## config.mk

```make
export PLATFORM = sky130hd
export DESIGN_NAME = command_sequencer
export DESIGN_NICKNAME = d
export VERILOG_FILES = /design/src/rtl/command_sequencer.sv
export SDC_FILE = /design/constraint.sdc
export NUM_CORES = 1
export LEC_CHECK = 0
export ABC_AREA = 1
export CORE_MARGIN = 1.5
export CORE_UTILIZATION = 55
export CTS_BUF_LIST = sky130_fd_sc_hd__clkbuf_8
export DETAILED_ROUTE_END_ITERATION = 8
export PLACE_DENSITY = 0.88
export SLEW_MARGIN = 30
export SYNTH_ARGS = -nofsm -noshare
export SYNTH_HDL_FRONTEND = slang
export SYNTH_SLANG_ARGS = --single-unit
```

## constraint.sdc

```tcl
create_clock -name clk -period 3.8 [get_ports clk]
set_clock_uncertainty 0.2 [all_clocks]
set_input_delay 0.76 -clock clk [delete_from_list [all_inputs] [get_ports clk]]
set_output_delay 0.76 -clock clk [all_outputs]
set_load 0.01 [all_outputs]
```

## src/rtl/command_sequencer.sv

```systemverilog
// Owns the single-port command BRAM: records switch commands, plays them back
// with a programmable hold time per step, and clears the whole memory.
module command_sequencer #(
  parameter int ADDR_W      = 8,
  parameter int DATA_W      = 4,
  parameter int CMD_W       = 2,
  parameter int STEP_CYCLES = 50000000
) (
  input  logic              clk,
  input  logic              rst_n,
  input  logic [CMD_W-1:0]  cmd_in,
  input  logic              save_pulse,
  input  logic              play_start,
  input  logic              stop,
  input  logic              clear_req,
  output logic [ADDR_W-1:0] mem_addr,
  output logic [DATA_W-1:0] mem_wdata,
  output logic              mem_wren,
  output logic              mem_rden,
  input  logic [DATA_W-1:0] mem_q,
  output logic [ADDR_W:0]   cmd_count,
  output logic              full,
  output logic [CMD_W-1:0]  play_cmd,
  output logic              play_valid,
  output logic [ADDR_W-1:0] play_index,
  output logic              busy,
  output logic              done
);

  localparam int                 TIMER_W    = $clog2(STEP_CYCLES) + 1;
  localparam logic [TIMER_W-1:0] TIMER_LOAD = TIMER_W'(STEP_CYCLES - 1);
  localparam logic [ADDR_W:0]    DEPTH      = {1'b1, {ADDR_W{1'b0}}};

  typedef enum logic [2:0] {
    IDLE,
    WRITE,
    RD_ISSUE,
    RD_WAIT,
    HOLD,
    CLEAR
  } state_t;

  state_t              state_q;
  logic [ADDR_W:0]     cmd_count_q;
  logic [CMD_W-1:0]    play_cmd_q;
  logic                play_valid_q;
  logic [ADDR_W-1:0]   play_index_q;
  logic [ADDR_W-1:0]   play_index_d;
  logic [TIMER_W-1:0]  timer_q;
  logic                done_q;
  logic [ADDR_W-1:0]   mem_addr_q;
  logic [ADDR_W-1:0]   clr_addr_d;
  logic [DATA_W-1:0]   mem_wdata_q;
  logic                mem_wren_q;
  logic                mem_rden_q;
  logic                full_w;
  logic                last_step;

  assign full_w       = (cmd_count_q == DEPTH);
  assign play_index_d = play_index_q + 1'b1;
  assign clr_addr_d   = mem_addr_q + 1'b1;
  assign last_step    = ({1'b0, play_index_q} == (cmd_count_q - 1'b1));

  // Only the command bits of a stored word are meaningful on readback.
  if (DATA_W > CMD_W) begin : g_unused_hi
    logic unused_hi;
    assign unused_hi = ^mem_q[DATA_W-1:CMD_W];
  end

  // Memory strobes are registered on entry to their state, so they line up
  // with state_q; by default they return to 0 every cycle.
  always_ff @(posedge clk or negedge rst_n) begin
    if (!rst_n) begin
      state_q      <= IDLE;
      cmd_count_q  <= '0;
      play_cmd_q   <= '0;
      play_valid_q <= 1'b0;
      play_index_q <= '0;
      timer_q      <= '0;
      done_q       <= 1'b0;
      mem_addr_q   <= '0;
      mem_wdata_q  <= '0;
      mem_wren_q   <= 1'b0;
      mem_rden_q   <= 1'b0;
    end else begin
      done_q      <= 1'b0;
      mem_wren_q  <= 1'b0;
      mem_rden_q  <= 1'b0;
      mem_addr_q  <= '0;
      mem_wdata_q <= '0;
      case (state_q)
        IDLE: begin
          if (clear_req) begin
            state_q    <= CLEAR;
            mem_wren_q <= 1'b1;
          end else if (play_start) begin
            if (cmd_count_q == '0) begin
              done_q <= 1'b1;
            end else begin
              play_index_q <= '0;
              mem_rden_q   <= 1'b1;
              state_q      <= RD_ISSUE;
            end
          end else if (save_pulse && !full_w) begin
            mem_addr_q  <= cmd_count_q[ADDR_W-1:0];
            mem_wdata_q <= DATA_W'(cmd_in);
            mem_wren_q  <= 1'b1;
            state_q     <= WRITE;
          end
        end
        WRITE: begin
          if (cmd_count_q != DEPTH) cmd_count_q <= cmd_count_q + 1'b1;
          state_q <= IDLE;
        end
        RD_ISSUE: begin
          if (stop) begin
            play_valid_q <= 1'b0;
            state_q      <= IDLE;
          end else begin
            state_q <= RD_WAIT;
          end
        end
        RD_WAIT: begin
          if (stop) begin
            play_valid_q <= 1'b0;
            state_q      <= IDLE;
          end else begin
            play_cmd_q   <= mem_q[CMD_W-1:0];
            play_valid_q <= 1'b1;
            timer_q      <= TIMER_LOAD;
            state_q      <= HOLD;
          end
        end
        HOLD: begin
          if (stop) begin
            play_valid_q <= 1'b0;
            state_q      <= IDLE;
          end else if (timer_q != '0) begin
            timer_q <= timer_q - 1'b1;
          end else if (last_step) begin
            play_valid_q <= 1'b0;
            done_q       <= 1'b1;
            state_q      <= IDLE;
          end else begin
            play_index_q <= play_index_d;
            mem_addr_q   <= play_index_d;
            mem_rden_q   <= 1'b1;
            state_q      <= RD_ISSUE;
          end
        end
        CLEAR: begin
          // mem_addr_q doubles as the sweep counter for the zero fill.
          if (mem_addr_q == '1) begin
            cmd_count_q  <= '0;
            play_index_q <= '0;
            done_q       <= 1'b1;
            state_q      <= IDLE;
          end else begin
            mem_addr_q <= clr_addr_d;
            mem_wren_q <= 1'b1;
          end
        end
        default: state_q <= IDLE;
      endcase
    end
  end

  assign mem_addr   = mem_addr_q;
  assign mem_wdata  = mem_wdata_q;
  assign mem_wren   = mem_wren_q;
  assign mem_rden   = mem_rden_q;
  assign cmd_count  = cmd_count_q;
  assign full       = full_w;
  assign play_cmd   = play_cmd_q;
  assign play_valid = play_valid_q;
  assign play_index = play_index_q;
  assign busy       = (state_q != IDLE);
  assign done       = done_q;

endmodule

```

==> impl_metrics.json, run 1 <==
{
  "result_of_the_run": "completed",
  "postSynthCellCount": 624,
  "slew_violations": 0,
  "ys_async_sr_fraction_pct": 100,
  "worst_path_most_repeated_cell": "sky130_fd_sc_hd__nand2_2",
  "grt_max_degree": 48,
  "synth_xor_xnor_area_share_pct": 6.05,
  "utilization_pct": 65.3,
  "setup_repair_after_global_routing_missed_its_margin": "false",
  "die_h_um": 91.8,
  "totalNegativeSetupSlack_ns": 0,
  "insertion_delay_ns": 0.35,
  "cts_root_buffer": "sky130_fd_sc_hd__clkbuf_8",
  "syn_area_per_cell_um2": 6.96,
  "initial_core_util_pct": 56.5,
  "postRouteWirelength_mm": 10.7,
  "detailedRoute.firstIterationViolations": 310,
  "placed_cells_incl_taps": 758,
  "yosys.area_share.simple_pct": 39.5,
  "area_of_the_multi_input_gates_um2": 2380,
  "yosys_warnings": 0,
  "number_of_core_rows": 32,
  "max_stage_delay_ns": 0.52,
  "yosysSeqAreaShare_pct": 36.3,
  "timing_worst_slew_pin_value_ns": 0.590,
  "numClockSinks": 63,
  "setup.worst_path.start": "cmd_count[0]$_DFFE_PN0P_",
  "layout.nets": 684,
  "worst_ir_drop_vdd_uv": 190,
  "worst_ep_arrival_time_ns": 2.20,
  "hold_violations": 0,
  "area.sequential_um2": 1580,
  "number_of_gates_resized_after_cts": 0,
  "coreArea_um2": 7690,
  "vias": 4286,
  "global_route_wire_length_before_repair_mm": 18.3,
  "layout_overhead_on_the_synthesized_area_pct": 15.6,
  "count_of_nets_left_with_antenna_violations_after_detail_routing": 0,
  "layout-drive-gt1-share_pct": 9.67,
  "postSynthRegisterBits": 63,
  "htree_levels": 3,
  "dpl_cell_area_um2": 4810,
  "place_congestion": 0.991,
  "yosys.area_share.adder_pct": 1.44,
  "overall_die_area_um2": 8440,
  "layout_worst_path_cycle_share_pct": 83.2,
  "drv.max_cap_violation_count": 0,
  "layout.filler_cells": 629,
  "muxShareOfSynthArea_pct": 0.519,
  "timing_worst_setup_path_type": "reg2out",
  "design_power_total_mw": 1.32,
  "vias_per_cell": 5.54,
  "dpl.hpwl_mm": 7.83,
  "die_width_um": 91.8,
  "slowest_stage": "sky130_fd_sc_hd__clkdlybuf4s50_1",
  "cts_made_buffers": 9,
  "regToRegStartpoint": "state_q[0]$_DFFE_PN0P_",
  "setup_ws_ns": 0.638,
  "synth_top_family_by_area": "simple AND/OR/NAND/NOR gates",
  "layout_common_cells": "sky130_fd_sc_hd__nand2_1, sky130_fd_sc_hd__nor2_1, sky130_fd_sc_hd__dfrtp_1",
  "yosys.cell_types.count": 39,
  "num_io_pins": 49,
  "drt-pass1-iter-count": 5,
  "fin_area_um2": 5020,
  "critical_path_peak_fanout": 6,
  "crit_required_ns": 2.84,
  "synth-compound-area-share_pct": 7.26,
  "setup_viol": 0,
  "remaining_drc_errors": 0,
  "leak_pwr_nw": 2.40,
  "syn_area_um2": 4340,
  "tritoncts_clock_tree": "yes",
  "max_freq_ghz": 0.316,
  "min_period_ns": 3.16,
  "number_of_antenna_violations_at_the_first_check_in_global_routing": 0,
  "final_common_cell": "sky130_fd_sc_hd__nand2_1",
  "clk_transition_reported_paths_ns": 0.07,
  "worstHoldPathType": "in2async",
  "synth-main-ff-cell": "sky130_fd_sc_hd__dfrtp_1",
  "ctsLongestPathBuffers": 2,
  "post_cts.repair.setup_buffers": 0,
  "grt-ovfl-total": 0,
  "final.hold.worst_slack_ns": 0.213,
  "count_of_flip_flops_with_a_built_in_enable_after_synthesis": 0,
  "io_buffers": 44,
  "track_usage_pct": 27.2,
  "cts_hold_repair.buffers": 0,
  "post-place-ws_ns": 1.02,
  "path_cells": "inv_2 > ha_1 > nand2_2 > nor2_4 > nand2_2 > inv_1 > clkdlybuf4s50_1",
  "power.density_cell_area_nw_per_um2": 262,
  "setup.worst_path.start_class": "flip-flop",
  "wl_per_cell_um": 13.8,
  "first_global_vias": 3898,
  "timing.critical_path.to_type": "output port",
  "stdcell_count": 774,
  "total_inserted_antenna_cells": 0,
  "slew-limit-headroom_pct": 60.7
}
==> cell usage after synthesis (2+ instances only) <==
| cell | n | area [um2] |
|---|---|---|
| sky130_fd_sc_hd__nor3_1 | 2 | 10.0 |
| sky130_fd_sc_hd__inv_2 | 10 | 37.5 |
| sky130_fd_sc_hd__nor2_1 | 95 | 357 |
| sky130_fd_sc_hd__xnor2_1 | 3 | 26.3 |
| sky130_fd_sc_hd__or2_2 | 4 | 25.0 |
| sky130_fd_sc_hd__nand2_4 | 3 | 33.8 |
| sky130_fd_sc_hd__nand3_1 | 55 | 275 |
| sky130_fd_sc_hd__xor2_1 | 27 | 236 |
| sky130_fd_sc_hd__buf_6 | 5 | 56.3 |
| sky130_fd_sc_hd__o21ai_0 | 8 | 40.0 |
| sky130_fd_sc_hd__o21ai_1 | 33 | 165 |
| sky130_fd_sc_hd__nor2_2 | 8 | 50.1 |
| sky130_fd_sc_hd__nand2_2 | 5 | 31.3 |
| sky130_fd_sc_hd__buf_2 | 2 | 10.0 |
| sky130_fd_sc_hd__mux2_2 | 2 | 22.5 |
| sky130_fd_sc_hd__nor3b_1 | 2 | 15.0 |
| sky130_fd_sc_hd__nor2_4 | 8 | 90.1 |
| sky130_fd_sc_hd__nand4_1 | 15 | 93.8 |
| sky130_fd_sc_hd__nand3b_1 | 2 | 15.0 |
| sky130_fd_sc_hd__buf_4 | 6 | 45.0 |
| sky130_fd_sc_hd__ha_1 | 5 | 62.6 |
| sky130_fd_sc_hd__nand3_2 | 2 | 20.0 |
| sky130_fd_sc_hd__a31oi_1 | 3 | 18.8 |
| sky130_fd_sc_hd__nor3_2 | 2 | 20.0 |
| sky130_fd_sc_hd__inv_1 | 58 | 218 |
| sky130_fd_sc_hd__a21oi_1 | 12 | 60.1 |
| sky130_fd_sc_hd__nand2_1 | 172 | 646 |
| sky130_fd_sc_hd__dfrtp_1 | 63 | 1580 |
| sky130_fd_sc_hd__clkbuf_1 | 2 | 7.51 |
==> worst max-delay path: cells and delay by family (launching register included) <==
family / cells / cell delay, ns
buf+inv: 3 / 0.72
fa+ha+maj: 1 / 0.28
flops: 1 / 0.46
simple gates: 3 / 0.39
==> power by group <==
group          total [mW]  switching, mW  leakage, nW  internal, mW
Combinational      0.0271         0.0179         1.50       0.00915
Sequential          0.670              0        0.793         0.670
Clock               0.620          0.268        0.111         0.352
==> flip-flops by register name (all words and copies together) (netlist names) <==
signal,cells
cmd_count,9
done,1
mem_addr,8
mem_rden,1
mem_wdata,2
mem_wren,1
play_cmd,2
play_index,8
play_valid,1
state_q,3
timer_q,27
==> metal layers <==
metal	wire length [um]	vias to the layer above	track usage (%)
met4	260	0	10.5
met5	0	-	0
li1	-	2063	-
met2	5020	191	43.2
met3	853	26	6.72
met1	4540	2006	35.7
==> cells by family after synthesis <==
logic type | after synthesis
adders and majority gates | 5
AOI/OAI and AO/OA | 60
and+or+nand+nor | 378
other | 1
muxes | 2
xor gates and xnor gates | 30
buffers and inverters | 85
DFF | 63
==> worst paths after layout <==
check                                     endpoint  slack [ns]  cells after the start
max                                           full        0.64                      7
min                        timer_q[19]$_DFFE_PN0P_        0.21                      1
max reg2reg                 timer_q[7]$_DFFE_PN0P_        1.30                     11
min reg2reg                play_cmd[0]$_DFFE_PN0P_        0.32                      1
max in group asynchronous    mem_addr[7]$_DFF_PN0_        2.52                      2
min in group clk           play_cmd[0]$_DFFE_PN0P_        0.32                      1
==> final cells by class <==
cell class              count  area share, %
clock buffers              12           3.29
clock inverters             4          0.897
inverters                  69           5.21
multi-input cells         477           47.5
flip-flops and latches     63           31.4
well taps                 102           2.54
repair buffers             47           9.17
Note: power is estimated with default switching activity, not from simulation.
==> inputs of run 2 (changes only) <==
clock period = 3 ns   (was 3.8 ns; I/O delays follow)
==> impl_metrics.json, run 2 (synthesis results as in run 1) <==
{
  "result_of_the_run": "completed",
  "track_usage_pct": 27.7,
  "leak_pwr_nw": 2.40,
  "die_width_um": 91.8,
  "timing_worst_setup_path_type": "reg2out",
  "setup.worst_path.start_class": "flip-flop",
  "number_of_antenna_violations_at_the_first_check_in_global_routing": 0,
  "hold_violations": 0,
  "post-place-ws_ns": 0.400,
  "worst_ir_drop_vdd_uv": 244,
  "drt-pass1-iter-count": 5,
  "grt-ovfl-total": 0,
  "remaining_drc_errors": 0,
  "worst_path_most_repeated_cell": "sky130_fd_sc_hd__nand2_2",
  "reg_with_most_ffs": "timer_q",
  "setup_repair_after_global_routing_missed_its_margin": "false",
  "htree_levels": 3,
  "place_congestion": 0.928,
  "count_of_nets_left_with_antenna_violations_after_detail_routing": 0,
  "clk_transition_reported_paths_ns": 0.07,
  "slowest_stage": "sky130_fd_sc_hd__clkdlybuf4s50_1",
  "path_cells": "inv_2 > ha_4 > nand2_2 > nor2_4 > nand2_2 > inv_1 > clkdlybuf4s50_1",
  "area_of_the_multi_input_gates_um2": 2400,
  "cts_made_buffers": 9,
  "initial_core_util_pct": 56.5,
  "vias": 4265,
  "dpl_cell_area_um2": 4830,
  "timing.critical_path.to_type": "output port",
  "first_global_vias": 3944,
  "crit_required_ns": 2.20,
  "total_inserted_antenna_cells": 0,
  "postRouteWirelength_mm": 10.8,
  "min_period_ns": 2.89,
  "layout.filler_cells": 647,
  "ctsLongestPathBuffers": 2,
  "die_h_um": 91.8,
  "wl_per_cell_um": 13.9,
  "detailedRoute.firstIterationViolations": 436,
  "vias_per_cell": 5.49,
  "slew_violations": 0,
  "worstHoldPathType": "reg2reg",
  "tritoncts_clock_tree": "yes",
  "layout_overhead_on_the_synthesized_area_pct": 15.6,
  "area.sequential_um2": 1580,
  "path_buf_inv": 3,
  "number_of_flip_flops_in_the_largest_register": 27,
  "global_route_wire_length_before_repair_mm": 18.5,
  "setup_ws_ns": 0.113,
  "design_power_total_mw": 1.53,
  "setup_viol": 0,
  "num_io_pins": 49,
  "max_freq_ghz": 0.346,
  "fin_area_um2": 5020,
  "coreArea_um2": 7690,
  "io_buffers": 44,
  "cts_root_buffer": "sky130_fd_sc_hd__clkbuf_8",
  "layout_common_cells": "sky130_fd_sc_hd__nand2_1, sky130_fd_sc_hd__nor2_1, sky130_fd_sc_hd__dfrtp_1",
  "max_stage_delay_ns": 0.52,
  "final_common_cell": "sky130_fd_sc_hd__nand2_1",
  "r2r_slack_ns": 0.62,
  "post_cts.repair.setup_buffers": 0,
  "number_of_core_rows": 32,
  "overall_die_area_um2": 8440,
  "layout.nets": 688,
  "numClockSinks": 63,
  "totalNegativeSetupSlack_ns": 0,
  "layout-drive-gt1-share_pct": 10.4,
  "drv.max_cap_violation_count": 0,
  "critical_path_peak_fanout": 6,
  "grt_max_degree": 38,
  "insertion_delay_ns": 0.36,
  "worst_ep_arrival_time_ns": 2.09,
  "final.hold.worst_slack_ns": 0.313,
  "layout_worst_path_cycle_share_pct": 96.2,
  "power.density_cell_area_nw_per_um2": 305,
  "worst_path_dominant_cell_family": "buffers and inverters",
  "dpl.hpwl_mm": 8.07
}
## run 2: cell types whose count changed in the layout (fill, tap and decap cells not counted), sizes merged
| cell | change |
|---|---|
| buf | +3 |
| bufinv | -1 |
| clkbuf | -2 |
| clkinv | +3 |
| dlygate4sd3 | +1 |
| inv | -1 |
## run 2: per-stage QoR
stage | std cells | util (%)
floorplan | 625 | -
global placement | 761 | 62.8
detailed placement | 761 | 62.8
CTS | 777 | 65.1
global route | 777 | 65.3
finish | 777 | 65.3
## run 2: cell type report
cell class	instances	share of cell area [%]
Tap cell	102	2.54
Sequential cell	63	31.4
Timing Repair Buffer	51	9.77
Clock buffer	10	2.74
Clock inverter	5	0.524
Multi-Input combinational cell	477	47.8
Inverter	69	5.21
## run 2: final timing paths
path,from,end,depth (start not counted)
setup / recovery,cmd_count[0]$_DFFE_PN0P_,full,7
hold / removal,play_cmd[1]$_DFFE_PN0P_,play_cmd[1]$_DFFE_PN0P_,1
setup reg to reg,timer_q[0]$_DFFE_PN0P_,timer_q[9]$_DFFE_PN0P_,10
hold reg to reg,play_cmd[1]$_DFFE_PN0P_,play_cmd[1]$_DFFE_PN0P_,1
max in group asynchronous,rst_n,cmd_count[0]$_DFFE_PN0P_,3
min in group asynchronous,rst_n,timer_q[15]$_DFFE_PN0P_,2
## run 2: what timing repair did
item | 4_1_cts | 5_1_grt
endpoints found under the hold margin | 3 | 0
hold buffers | 1 | 0
setup endpoints to repair | 0 | 1
resized for setup | 0 | 3
## run 2: routing by layer
layer / global-route usage, % / vias to the layer above / part of all wire, %
met4: 11.4 / 0 / 2.0
met5: 0 / - / 0
met2: 43.7 / 193 / 47
li1: - / 2076 / -
met1: 37.5 / 1975 / 43
met3: 4.89 / 21 / 7.6
## run 2: worst register-to-register path, cell delays in order (launching register included)
cell	delay, ns
sky130_fd_sc_hd__dfrtp_1	0.38
sky130_fd_sc_hd__inv_1	0.17
sky130_fd_sc_hd__ha_1	0.30
sky130_fd_sc_hd__nand2_1	0.15
sky130_fd_sc_hd__nor2_4	0.23
sky130_fd_sc_hd__nand3_4	0.12
sky130_fd_sc_hd__nand2_4	0.12
sky130_fd_sc_hd__nand2_4	0.23
sky130_fd_sc_hd__inv_4	0.25
sky130_fd_sc_hd__nand2_1	0.09
sky130_fd_sc_hd__nand2_1	0.07
## run 2: power breakdown
group | total [mW] | switching (mW) | internal [mW]
sequential | 0.849 | 0 | 0.849
combinational | 0.0362 | 0.0233 | 0.0129
clock | 0.645 | 0.336 | 0.310
total | 1.53 | 0.359 | 1.17
==> inputs of run 3 (changes only) <==
CORE_MARGIN = 2   (was 1.5)
HOLD_SLACK_MARGIN = 0.05   (was default)
==> impl_metrics.json, run 3 (synthesis results as in run 1) <==
{
  "result_of_the_run": "completed",
  "worst_ep_arrival_time_ns": 2.07,
  "combinationalPowerShare_pct": 2.3,
  "ctsLongestPathBuffers": 2,
  "grt_max_degree": 64,
  "critical_path_peak_fanout": 6,
  "total_inserted_antenna_cells": 0,
  "worst_ir_drop_vdd_uv": 226,
  "regToRegStartpoint": "timer_q[0]$_DFFE_PN0P_",
  "remaining_drc_errors": 0,
  "io_buffers": 44,
  "slew-limit-headroom_pct": 46.5,
  "timing.critical_path.to_type": "output port",
  "count_of_nets_left_with_antenna_violations_after_detail_routing": 0,
  "hold_violations": 0,
  "numClockSinks": 63,
  "cts_root_buffer": "sky130_fd_sc_hd__clkbuf_8",
  "layout_common_cells": "sky130_fd_sc_hd__nand2_1, sky130_fd_sc_hd__nor2_1, sky130_fd_sc_hd__dfrtp_1",
  "clk_transition_reported_paths_ns": 0.07,
  "first_global_vias": 3997,
  "number_of_antenna_violations_at_the_first_check_in_global_routing": 0,
  "leak_pwr_nw": 2.40,
  "totalNegativeSetupSlack_ns": 0,
  "power.density_cell_area_nw_per_um2": 300,
  "vias_per_cell": 5.57,
  "vias": 4329,
  "track_usage_pct": 27.4,
  "min_period_ns": 2.87,
  "setup.worst_path.start": "cmd_count[0]$_DFFE_PN0P_",
  "grt-ovfl-total": 0,
  "layout_worst_path_cycle_share_pct": 95.7,
  "setup_repair_after_global_routing_missed_its_margin": "false",
  "power_switching_share_pct": 23.7,
  "reg_with_most_ffs": "timer_q",
  "drv.max_cap_violation_count": 0,
  "final_common_cell": "sky130_fd_sc_hd__nand2_1",
  "layout.nets": 687,
  "p_sw_mw": 0.355,
  "htree_levels": 3,
  "coreArea_um2": 7690,
  "detailedRoute.firstIterationViolations": 420,
  "layout_overhead_on_the_synthesized_area_pct": 15.2,
  "place_congestion": 0.940,
  "r2r_end": "play_index[0]$_DFFE_PN0P_",
  "postRouteWirelength_mm": 11.1,
  "r2r_slack_ns": 0.54,
  "number_of_flip_flops_in_the_largest_register": 27,
  "dpl.hpwl_mm": 8.23,
  "wl_per_cell_um": 14.3,
  "overall_die_area_um2": 8620,
  "final.hold.worst_slack_ns": 0.211,
  "slew_violations": 0,
  "tritoncts_clock_tree": "yes",
  "layout-drive-gt1-share_pct": 10.2,
  "worstHoldPathType": "in2async",
  "setup_viol": 0,
  "insertion_delay_ns": 0.35,
  "cts_made_buffers": 9,
  "die_width_um": 92.8,
  "internal_power_mw": 1.15,
  "global_route_wire_length_before_repair_mm": 18.8,
  "initial_core_util_pct": 56.5,
  "timing_worst_setup_path_type": "reg2out",
  "die_h_um": 92.8,
  "drt-pass1-iter-count": 5,
  "pwr-share-seq_pct": 56.6,
  "setup.worst_path.start_class": "flip-flop",
  "crit_required_ns": 2.20,
  "worst_r2r_path_depth": 11,
  "max_freq_ghz": 0.348,
  "number_of_core_rows": 32,
  "timing_worst_slew_pin_value_ns": 0.802,
  "num_io_pins": 49,
  "power.share.clock_pct": 41.2
}
-- run 3: cell types whose count changed in the layout (fill, tap and decap cells not counted) --
cell                            previous run  this run
sky130_fd_sc_hd__inv_1                    59        61
sky130_fd_sc_hd__clkbuf_8                 10         9
sky130_fd_sc_hd__dlygate4sd3_1             1         0
-- run 3: worst max path at each step --
stage	slack [ns]	to	cells after the start
final	0.13	full	7
after global routing	0.02	full	7
after CTS	0.01	full	7
after detailed placement	0.40	full	7
after global placement	0.42	full	7
after floorplan	0.97	play_valid$_DFFE_PN0P_	14
-- run 3: power groups by stage --
| stage | registers (mW) | clock network, mW | logic, mW |
|---|---|---|---|
| 3_5_place_dp | 0.865 | 0 | 0.0349 |
| 5_1_grt | 0.848 | 0.661 | 0.0392 |
| 4_1_cts | 0.849 | 0.622 | 0.0351 |
| 3_3_place_gp | 0.865 | 0 | 0.0343 |
| 2_1_floorplan | 0.866 | 0 | 0.00531 |
| 6_report | 0.849 | 0.618 | 0.0338 |
-- run 3: area by class of cell --
cell class,instances,area [um2]
Clock inverter,7,33.8
Multi-Input combinational cell,477,2400
Sequential cell,63,1580
Tap cell,102,128
Inverter,69,262
Clock buffer,9,124
Timing Repair Buffer,50,480
Fill cell,650,2690
-- run 3: timing repair --
action,CTS,global route
hold buffers,0,0
gates resized for setup,0,3
endpoints found under the setup margin,0,1
setup buffers,0,0
-- run 3: worst max-delay path, stage by stage, from the launching register on --
cell,delay [ns]
sky130_fd_sc_hd__dfrtp_2,0.46
sky130_fd_sc_hd__inv_2,0.14
sky130_fd_sc_hd__ha_4,0.18
sky130_fd_sc_hd__nand2_2,0.09
sky130_fd_sc_hd__nor2_4,0.16
sky130_fd_sc_hd__nand2_2,0.11
sky130_fd_sc_hd__inv_1,0.07
sky130_fd_sc_hd__clkdlybuf4s50_1,0.52
-- run 3: per-stage QoR --
step                std cells  total power [mW]  setup WS [ns]  area, um2  util, %
CTS                       777              1.51         0.0131       4990     64.9
floorplan                 625             0.871          0.968       4350        -
finish                    777              1.50          0.130       5000     65.1
global placement          761             0.900          0.418       4830     62.8
detailed placement        761             0.900          0.399       4830     62.8
global route              777              1.55         0.0223       5000     65.1
-- run 3: metal layers --
metal,share of wire [%],GRT usage (%),vias up
met3,7.4,3.74,30
met4,2.4,10.2,0
li1,-,-,2081
met5,0,0,-
met1,43,37.7,2005
met2,47,44.1,213
==> variant 1: new RTL, config.mk and constraints of run 3 <==
The parameter `CMD_W` goes from 2 to 4.
--- a/src/rtl/command_sequencer.sv
+++ b/src/rtl/command_sequencer.sv
@@ -5,3 +5,3 @@
   parameter int DATA_W      = 4,
-  parameter int CMD_W       = 2,
+  parameter int CMD_W       = 4,
   parameter int STEP_CYCLES = 50000000
Ports: changed (resized cmd_in and play_cmd); port bits go from 49 to 53. The function was not compared with the original's and may differ.
==> variant 1 against run 3 <==
- design area grew 1.0%
- highest routed layer unchanged
- worst setup slack lost 36 ps
- critical path type unchanged
- sequential cell count grew 4
- register-to-register slack lost 110 ps
- first-iteration DRC count grew 2.6%
- non-clock buffer count grew 10
- via count shrank 2.6%
- area after synthesis shrank 2.8%
- synthesized cell count shrank 5.1%
- wire length shrank 2.5%
Power is not compared: it rests on default switching activity, and its combinational part moved more than twofold at a synthesized area within 25%.
==> variant 1: results (changes against run 3) <==
- Sequential cell count: 67 (+6.3%)
- Final HPWL DP: 8141 um (-1.1%)
- Pre-CTS WS: 344.5 ps (-54.36 ps)
- Area used by multi-input combinational logic: 2187 um^2 (-8.8%)
- Final cell count without fillers: 751 (-3.3%)
- Ranking of synthesized cells by area: dfrtp_1 40%, nand2_1 14%, nor2_1 7.2%
- FILL cells: 606 (-6.8%)
- Global-route track usage on met1: 38.80% (+1.1 points)
- Post-synth top cells: 159 x nand2_1, 81 x nor2_1, 67 x dfrtp_1, 66 x inv_1
- Final WL: 10,800 um (-2.5%)
- Synth unique cells: 40 (+2.6%)
- Clock buf count: 10 (+1)
- Compound-Gate Fraction of Synth Area: 8.953% (+1.7 points)
- Gr usage total: 27.63% (+0.24 points)
- Post-synthesis sequential area ratio: 39.73% (+3.4 points)
- R2r worst-path depth: 14 (+3)
- Met3 Usage GRT: 3.237% (-0.51 points)
- Layout cells sized above 1: 7.515% (-2.7 points)
- Via Count: 4,216 (-2.6%)
- Register area: 1678 um^2 (+6.3%)
- R2r setup slk: 430 ps (-110 ps)
- Post-Synth Adder-Cell Area: 1.482% (+0.041 points)
- Port Buffers: 52 (+18%)
- Buffer share of cell area: 11.64% (+2.0 points)
- Wire length on met2: 5059 um (-3.6%)
- Met1 Wirelength: 4743 um (about the same)
- Vias in the first global route: 3,924 (-1.8%)
- CTS resizes: 2 (+2)
- Slew HR: 48.53% (+2.0 points)
- Synth Area in XOR/XNOR: 4.684% (-1.4 points)
- Met3 WL: 694 um (-16%)
- Clock-cell share of area: 4.136% (+0.98 points)
- R2R Path End: play_valid
- Cells after DPL: 734 (-3.5%)
- Fin nets: 667 (-2.9%)
- Status: completed
- Met2 Use GR: 43.38% (-0.76 points)
- Area grow syn2layout: 19.72%
- Number of multi-input logic gates: 439 (-8.0%)
- Buffers excl. clock: 60 (+20%)
- DP Area: 4817 um^2 (-0.28%)
variant 1: cell count changes in the layout (fill, tap and decap cells not counted), sizes merged, moves of 5 or more:
cell	delta
clkdlybuf4s50	+8
nand2	-14
nand3	-14
nand4	+12
nor2	-21
nor3	+7
o21bai	+5
o22ai	+6
xor2	-12
variant 1: worst max-delay path by stage:
stage / slack, ps / end / cells after the start
6_report: 90 / full / 7
5_1_grt: 20 / full / 7
4_1_cts: 20 / full / 7
3_5_place_dp: 340 / full / 7
3_3_place_gp: 410 / full / 7
2_1_floorplan: 930 / full / 6
variant 1: power breakdown:
| group | leakage, nW | internal, mW | switching, mW |
|---|---|---|---|
| clock | 0.116 | 0.477 | 0.332 |
| sequential | 0.870 | 1.15 | 0.264 |
| combinational | 1.38 | 0.656 | 1.12 |
variant 1: critical path, delay by kind of cell (launching register included):
kind | cells | cell delay, ps
and+or+nand+nor | 3 | 350
adders and majority gates | 1 | 240
buffers and inverters | 3 | 710
DFF | 1 | 450
==> variant 2: new RTL, settings of run 3 <==
Without the edit above. The 6 states of `state_t` get a one-hot encoding in 6 bits.
--- a/src/rtl/command_sequencer.sv
+++ b/src/rtl/command_sequencer.sv
@@ -33,9 +33,9 @@
 
-  typedef enum logic [2:0] {
-    IDLE,
-    WRITE,
-    RD_ISSUE,
-    RD_WAIT,
-    HOLD,
-    CLEAR
+  typedef enum logic [5:0] {
+    IDLE     = 6'b000001,
+    WRITE    = 6'b000010,
+    RD_ISSUE = 6'b000100,
+    RD_WAIT  = 6'b001000,
+    HOLD     = 6'b010000,
+    CLEAR    = 6'b100000
   } state_t;
Formal check against the unedited RTL: same outputs for any inputs over 10 cycles, from zero or initial values and one cycle with rst_n low; not proved beyond that.
==> variant 2 against run 3 <==
- wire length rose by 5.8%
- area after synthesis rose by 4.2%
- sequential cell count rose by 3
- design area rose by 5.7%
- worst setup slack got worse by 49 ps
- global-route usage rose by 0.36 points
Power is not compared: it rests on default switching activity, and its combinational part moved more than twofold at a synthesized area within 25%.
==> variant 2: results (changes against run 3) <==
- Status: completed
- Max incr delay on CP: 530 ps
- Global-route track usage on met1: 35.88% (-1.8 points)
- First-pass GRT wire length: 19,510 um (+3.7%)
- Final HPWL DP: 8767 um (+6.5%)
- Met3 WL: 940 um (+14%)
- R2r worst-path depth: 10 (-1)
- EDFF count, synth: 0 (unchanged)
- Final WL: 11,720 um (+5.8%)
- FILL cells: 678 (+4.3%)
- Via Count: 4,482 (+3.5%)
- DP Area: 5076 um^2 (+5.1%)
- Met3 Usage GRT: 3.831% (+0.088 points)
- Clock Latency Late Sink: 350 ps (about the same)
- Met2 Use GR: 47.22% (+3.1 points)
- Worst-margin pin slew: 616.6 ps (-185.8 ps)
- Synth unique cells: 43 (+10%)
- R2r setup slk: 500 ps (-40 ps)
- Crit path launch: cmd_count[0]
- Fin nets: 702 (+2.2%)
- Gr usage total: 27.75% (+0.36 points)
- Final hold slack: 35.65 ps (-175.7 ps)
- Max Freq: 342.5 MHz (-1.7%)
- Antenna violations before repair: 0 (unchanged)
- Worst hold path type: in2async
- Met1 Wirelength: 4865 um (+2.6%)
- Post-synthesis sequential area ratio: 36.52% (+0.21 points)
- Slowest-stage cell, CP: clkdlybuf4s50_1
- Worst vdd ir: 0.3691 mV
- Yosys warns: 0 (unchanged)
- Post-synth top cells: 164 x nand2_1, 89 x nor2_1, 66 x nand3_1, 65 x dfrtp_1, 57 x inv_1
- Crit path arrival time: 2120 ps (+50 ps)
- Largest net degree at the start of global routing: 45 (-30%)
- Vias in the first global route: 4,286 (+7.2%)
- R2R Path End: timer_q[15]
- First DRT Iteration DRCs: 356 (-15%)
- H-tree depth: 3 (unchanged)
- Wire length on met2: 5688 um (+8.4%)
- P_leak: 2.509 nW
- Pre-CTS WS: 269.5 ps (-129.3 ps)
- Cells after DPL: 779 (+2.4%)
- Ranking of synthesized cells by area: dfrtp_1 36%, nand2_1 14%, nor2_1 7.4%
- Final cell count without fillers: 795 (+2.3%)
- Layout cells sized above 1: 13.04% (+2.8 points)
- Max reg flops: 27 (unchanged)
- Gpl congestion: 0.9777 (+4.0%)
- Syn Inst Count: 633 (+1.4%)
- CP Max Fanout: 8 (+2)
## variant 2: logic make-up after synthesis
logic type	after synthesis	share of synthesized area (%)
AOI/OAI and AO/OA	67	9.013
other	1	0.08286
adders and majority gates	5	1.382
buffers and inverters	84	8.349
and+or+nand+nor	383	39.43
xor gates and xnor gates	27	5.225
DFF	66	36.52
## variant 2: power groups by stage
stage,registers (mW),clock network (mW),logic (mW)
global placement,1.26,0,1.55
finish,1.27,0.763,1.65
CTS,1.26,0.766,1.62
global route,1.29,0.812,1.85
floorplan,1.27,0,1.15
detailed placement,1.27,0,1.61
## variant 2: area by class of cell
type	instances	area (um^2)	area share, %
inverter	69	262.8	4.969
clock inverter	5	52.55	0.9938
clock buffer	11	151.4	2.863
multi-input combinational	484	2506	47.40
timing repair buffer	55	530.5	10.03
tap	105	131.4	2.485
sequential	66	1653	31.26
## variant 2: timing repair
item | in CTS | in global routing
resized for setup | 1 | 2
pin swaps | 0 | 0
endpoints found under the setup margin | 1 | 1
hold buffers | 0 | 0
